--- src/rtl/tdm_demux_if.sv ---
// Link-side bundle for the 4-slot TDM demultiplexer: input word stream plus per-slot outputs.
// Latency: n/a (wiring only); outputs are registered inside the demux.
// Backpressure: none; the link source never stalls.
interface tdm_demux_if #(
  parameter int WIDTH = 8
);
  logic [WIDTH-1:0] din;
  logic             din_valid;
  logic             frame_sync;
  logic [WIDTH-1:0] demux_out_0;
  logic [WIDTH-1:0] demux_out_1;
  logic [WIDTH-1:0] demux_out_2;
  logic [WIDTH-1:0] demux_out_3;
  logic [3:0]       demux_valid;
  logic             frame_done;
  logic             locked;
  logic             sync_err;

  // Link source side: drives the word stream, observes the channel outputs.
  modport master (
    output din, din_valid, frame_sync,
    input  demux_out_0, demux_out_1, demux_out_2, demux_out_3,
    input  demux_valid, frame_done, locked, sync_err
  );

  // Demultiplexer side.
  modport slave (
    input  din, din_valid, frame_sync,
    output demux_out_0, demux_out_1, demux_out_2, demux_out_3,
    output demux_valid, frame_done, locked, sync_err
  );
endinterface

--- src/rtl/tdm_demux.sv ---
// 4-slot TDM demultiplexer: frame-sync acquisition (HUNT/LOCK), routes each word to its slot output.
// Latency: 1 cycle from sampled beat to demux_out_k / demux_valid / frame_done / sync_err.
// Backpressure: none; accepts one word per cycle. TDM_DEMUX_STRICT_SYNC_EN selects strict slot-0 sync.
module tdm_demux #(
  parameter int WIDTH = 8
) (
  input  logic         clk,
  input  logic         rst,
  tdm_demux_if.slave   bus
);

  typedef enum logic {
    HUNT = 1'b0,
    LOCK = 1'b1
  } state_e;

  state_e           state_q, state_d;
  logic [1:0]       slot_q, slot_d;
  logic [WIDTH-1:0] out_q [4];
  logic [WIDTH-1:0] out_d [4];
  logic [3:0]       vld_q, vld_d;
  logic             done_q, done_d;
  logic             err_q, err_d;
  logic             locked_q, locked_d;

  // Per-beat decision: which slot (if any) is written, strobes, and next frame position.
  always_comb begin
    logic       wr_en;
    logic [1:0] wr_idx;
    wr_en   = 1'b0;
    wr_idx  = 2'd0;
    state_d = state_q;
    slot_d  = slot_q;
    out_d   = out_q;
    vld_d   = 4'b0000;
    done_d  = 1'b0;
    err_d   = 1'b0;

    if (bus.din_valid) begin
      if (state_q == HUNT) begin
        // Only a sync-qualified word can start a frame; everything else is dropped.
        if (bus.frame_sync) begin
          wr_en   = 1'b1;
          wr_idx  = 2'd0;
          slot_d  = 2'd1;
          state_d = LOCK;
        end
      end else if (bus.frame_sync) begin
        // Sync always realigns to slot 0; arriving mid-frame it is flagged as early.
        err_d  = (slot_q != 2'd0);
        wr_en  = 1'b1;
        wr_idx = 2'd0;
        slot_d = 2'd1;
      end else if (slot_q != 2'd0) begin
        wr_en  = 1'b1;
        wr_idx = slot_q;
        done_d = (slot_q == 2'd3);
        slot_d = slot_q + 2'd1;
      end else begin
`ifdef TDM_DEMUX_STRICT_SYNC_EN
        // Slot 0 without sync means framing is lost: drop the word and re-hunt.
        err_d   = 1'b1;
        state_d = HUNT;
        slot_d  = 2'd0;
`else
        // Flywheel: keep counting through a missing sync marker.
        wr_en  = 1'b1;
        wr_idx = 2'd0;
        slot_d = 2'd1;
`endif
      end
    end

    if (wr_en) begin
      out_d[wr_idx] = bus.din;
      vld_d[wr_idx] = 1'b1;
    end

    locked_d = (state_d == LOCK);
  end

  // State, slot counter and all registered outputs; reset overrides any in-flight beat.
  always_ff @(posedge clk) begin
    if (rst) begin
      state_q  <= HUNT;
      slot_q   <= 2'd0;
      for (int k = 0; k < 4; k++) out_q[k] <= '0;
      vld_q    <= 4'b0000;
      done_q   <= 1'b0;
      err_q    <= 1'b0;
      locked_q <= 1'b0;
    end else begin
      state_q  <= state_d;
      slot_q   <= slot_d;
      for (int k = 0; k < 4; k++) out_q[k] <= out_d[k];
      vld_q    <= vld_d;
      done_q   <= done_d;
      err_q    <= err_d;
      locked_q <= locked_d;
    end
  end

  assign bus.demux_out_0 = out_q[0];
  assign bus.demux_out_1 = out_q[1];
  assign bus.demux_out_2 = out_q[2];
  assign bus.demux_out_3 = out_q[3];
  assign bus.demux_valid = vld_q;
  assign bus.frame_done  = done_q;
  assign bus.sync_err    = err_q;
  assign bus.locked      = locked_q;

endmodule

--- src/flat_wrapper.sv ---
// flat-port wrapper written by rule: the top's interface ports become plain ports
module tdm_demux_flat 
#(
  parameter int WIDTH = 8
)
  (clk, rst, bus_din, bus_din_valid, bus_frame_sync, bus_demux_out_0, bus_demux_out_1, bus_demux_out_2, bus_demux_out_3, bus_demux_valid, bus_frame_done, bus_locked, bus_sync_err);
  tdm_demux_if #(.WIDTH(WIDTH)) bus_i ();
  input  logic clk;
  input  logic rst;
  input wire logic [$bits(bus_i.din)-1:0] bus_din;
  input wire logic [$bits(bus_i.din_valid)-1:0] bus_din_valid;
  input wire logic [$bits(bus_i.frame_sync)-1:0] bus_frame_sync;
  output wire logic [$bits(bus_i.demux_out_0)-1:0] bus_demux_out_0;
  output wire logic [$bits(bus_i.demux_out_1)-1:0] bus_demux_out_1;
  output wire logic [$bits(bus_i.demux_out_2)-1:0] bus_demux_out_2;
  output wire logic [$bits(bus_i.demux_out_3)-1:0] bus_demux_out_3;
  output wire logic [$bits(bus_i.demux_valid)-1:0] bus_demux_valid;
  output wire logic [$bits(bus_i.frame_done)-1:0] bus_frame_done;
  output wire logic [$bits(bus_i.locked)-1:0] bus_locked;
  output wire logic [$bits(bus_i.sync_err)-1:0] bus_sync_err;
  assign bus_i.din = bus_din;
  assign bus_i.din_valid = bus_din_valid;
  assign bus_i.frame_sync = bus_frame_sync;
  assign bus_demux_out_0 = bus_i.demux_out_0;
  assign bus_demux_out_1 = bus_i.demux_out_1;
  assign bus_demux_out_2 = bus_i.demux_out_2;
  assign bus_demux_out_3 = bus_i.demux_out_3;
  assign bus_demux_valid = bus_i.demux_valid;
  assign bus_frame_done = bus_i.frame_done;
  assign bus_locked = bus_i.locked;
  assign bus_sync_err = bus_i.sync_err;
  tdm_demux #(.WIDTH(WIDTH)) u_core (.clk(clk), .rst(rst), .bus(bus_i));
endmodule
--- config.mk ---
export PLATFORM = sky130hd
export DESIGN_NAME = tdm_demux_flat
export DESIGN_NICKNAME = d
export VERILOG_FILES = /design/src/rtl/tdm_demux_if.sv /design/src/rtl/tdm_demux.sv /design/src/flat_wrapper.sv
export SDC_FILE = /design/constraint.sdc
export NUM_CORES = 1
export LEC_CHECK = 0
export ABC_AREA = 1
export CORE_MARGIN = 8
export CORE_UTILIZATION = 50
export CTS_CLUSTER_SIZE = 10
export DETAILED_ROUTE_END_ITERATION = 10
export PLACE_DENSITY = 0.83
export SLEW_MARGIN = 10
export SYNTH_ARGS = -nofsm -noshare
export SYNTH_HDL_FRONTEND = slang
export SYNTH_SLANG_ARGS = --single-unit
--- constraint.sdc ---
create_clock -name clk -period 2.7 [get_ports clk]
set_input_delay 0.54 -clock clk [delete_from_list [all_inputs] [get_ports clk]]
set_output_delay 0.54 -clock clk [all_outputs]
set_load 0.05 [all_outputs]
==> metrics.md <==
| Metric | Value |
|---|---|
| Clock sink count | `41` |
| CP Data Arrival Time | `1.55 ns` |
| Crit path launch type | `register` |
| DR vias/cell | `4.84` |
| Relative slew slack | `43.2%` |
| Htree depth | `2` |
| Achievable frequency | `479 MHz` |
| P_int | `805 uW` |
| Tcrit/Tclk final | `77.4%` |
| Sw Share | `27.4%` |
| Total GRT Usage | `15.3%` |
| Mapped Cells | `241` |
| Placed Instance Area | `2280 sq um` |
| Final setup violation count | `0` |
| Largest net degree at the start of global routing | `33` |
| Cell Area, Synth | `1770 sq um` |
| Final Util | `69.3%` |
| Gr ovfl total | `0` |
| Syn_nets | `255` |
| Clock network fraction of total power | `26.9%` |
| Worst setup EP type | `primary output` |
| Largest stage delay, worst path | `0.82 ns` |
| TritonCTS clock tree | `built` |
| Syn avg cell area | `7.36 sq um` |
| Net Switching | `304 uW` |
| Yosys cell types | `24` |
| Status | `finished clean` |
| RSZ-0062 raised after global routing | `false` |
| Post-layout min period | `2.09 ns` |
| Wire per inst | `12.2 um` |
| Seq cells post-synth | `41` |
| Worst R2R Setup Slack | `0.77 ns` |
| Worst-path fanout max | `4` |
| DRT Wirelength | `4080 um` |
| Ratio of cells with drive above 1 in the final layout | `9.69%` |
| Hold_buf cts | `0` |
| Gates resized, CTS repair | `0` |
| ANT cells | `0` |
| Core area | `3360 sq um` |
| Cts bufs inserted | `5` |
| Antenna-violating nets left | `0` |
| Initial antenna violation count | `0` |
| First-pass GRT wire length | `6680 um` |
| Sequential area share after synthesis | `46.3%` |
| CTS Root Cell | `clkbuf_4` |
| Fin nets | `303` |
| Gpl congestion | `0.789` |
| Worst vdd ir | `250 uV` |
| Worst slew pin tran | `0.851 ns` |
| HP Class | `reg2reg` |
| Post-CTS Setup Inserts | `0` |
| Pleak | `0.000961 uW` |
| Design area | `2330 sq um` |
| Crit path max-delay family | `buffers and inverters` |
| Pre-antenna DRT Iters | `4` |
| Final hold viol count | `0` |
| DRC errors left | `0` |
| Worst Path Buf+Inv | `1` |
| Die ar. | `5710 sq um` |
| Drt initial violations | `108` |
| Critical path class | `reg2out` |
| FP Rows | `21` |
| Die width | `75.6 um` |
| Cells along the critical path | `clkdlybuf4s50_1` |
| Die height | `75.6 um` |
| Initial Util | `52.8%` |
| Ys Warns | `0` |
| Number of buffers added on ports | `50` |
| DP HPWL | `3040 um` |
| Max-capacitance violation count | `0` |
| Clock transition at the registers of the reported paths | `0.10 ns` |
| Worst-Skew Late Latency | `0.34 ns` |
| Max Transition Viols Final | `0` |
| # IOs | `51` |
| Syn-to-layout area delta | `31.5%` |
| Sequential power share | `56.9%` |
| Post-route setup TNS | `0 ns` |
| Power per cell area | `476 nW/um^2` |
| Crit path required time | `2.16 ns` |
| Critical path's slowest cell | `clkdlybuf4s50_1` |
| Vias in the first global route | `1,520` |
| DP Cell Count | `328` |
| Finished Layout Cells | `335` |
| Clock Skews | `0.00284 ns` |
| Comb power frac | `16.2%` |
| Clk buf depth | `2` |
| Vias | `1,623` |
[state kept, by name, indices dropped and copies added (netlist names)]
name	flops
u_core.slot_q	2
u_core.bus.demux_valid	4
u_core.state_q	1
u_core.bus.demux_out_0	8
u_core.bus.demux_out_2	8
u_core.bus.demux_out_1	8
u_core.bus.sync_err	1
u_core.bus.frame_done	1
u_core.bus.demux_out_3	8
[placed cells by master, fill, tap and decap left out, drive strengths merged]
cell type      count
o21ai              2
nand3             19
inv               31
nor3               3
ha                 2
dfxtp             41
clkbuf             7
nor4               1
nand4             16
clkdlybuf4s50     50
a21oi             11
nand2             47
buf                2
nor2              57
[synth_stat cells]
| cell | count | area share [%] |
|---|---|---|
| o21ai_2 | 1 | 0.49 |
| nor4_1 | 1 | 0.35 |
| nand3_1 | 18 | 5.1 |
| buf_6 | 3 | 1.9 |
| a21oi_1 | 4 | 1.1 |
| nor2_1 | 52 | 11 |
| nor2_4 | 1 | 0.63 |
| nor2_2 | 4 | 1.4 |
| nand2_1 | 45 | 9.5 |
| nand4_1 | 16 | 5.6 |
| clkbuf_1 | 2 | 0.42 |
| inv_2 | 1 | 0.21 |
| dfxtp_1 | 41 | 46 |
| inv_4 | 1 | 0.35 |
| nand2_2 | 2 | 0.71 |
| nor3_1 | 1 | 0.28 |
| buf_1 | 1 | 0.21 |
| nor3_2 | 2 | 1.1 |
| o21ai_0 | 1 | 0.28 |
| a21oi_2 | 7 | 3.5 |
| inv_1 | 29 | 6.1 |
| ha_1 | 2 | 1.4 |
| nand3_2 | 1 | 0.56 |
| buf_2 | 5 | 1.4 |
[layout make-up]
| cell class | instances | area [sq um] |
|---|---|---|
| inverter | 31 | 119 |
| fill | 324 | 1030 |
| multi-input combinational | 158 | 764 |
| sequential | 41 | 821 |
| tap | 46 | 57.6 |
| clock buffer | 7 | 55.1 |
| timing repair buffer | 52 | 515 |
[through the flow]
stage,hold WS [ns],power (uW),setup WS [ns]
floorplan,0.492,765,1.05
global placement,0.468,822,0.446
detailed placement,0.477,825,0.361
CTS,0.495,1120,0.592
global route,0.514,1160,0.561
finish,0.492,1110,0.611
[worst paths after layout]
kind	startpoint	end	depth (start not counted)
worst max register to register	u_core.slot_q[0]	u_core.bus.demux_out_0[3]	8
worst max-delay path	u_core.state_q	bus_locked	1
worst min register to register	u_core.bus.demux_out_2[6]	u_core.bus.demux_out_2[6]	2
worst min-delay path	u_core.bus.demux_out_2[6]	u_core.bus.demux_out_2[6]	2
[power groups by stage]
| stage | clock [uW] | sequential (uW) | combinational, uW |
|---|---|---|---|
| after floorplan | 0 | 692 | 73.5 |
| after global placement | 0 | 644 | 177 |
| after detailed placement | 0 | 645 | 180 |
| after CTS | 309 | 631 | 180 |
| after global routing | 330 | 634 | 195 |
| final | 299 | 631 | 180 |
[routing by layer]
| layer | track usage [%] | up-vias | wire [um] |
|---|---|---|---|
| li1 | - | 849 | - |
| met5 | 0 | - | 0 |
| met3 | 4.61 | 10 | 299 |
| met2 | 24.7 | 52 | 1910 |
| met4 | 8.10 | 0 | 93 |
| met1 | 17.7 | 712 | 1780 |
[cells by family (layout without fill, tap and decap cells)]
logic type / count (synthesis) / after routing / share of synthesized area [%]
DFF: 41 / 41 / 46.3
adders and majority gates: 2 / 2 / 1.41
buffers and inverters: 42 / 90 / 10.6
and+or+nand+nor: 143 / 143 / 36.3
AOI/OAI and AO/OA: 13 / 13 / 5.36
No activity file was read; power rests on OpenSTA's default activity.
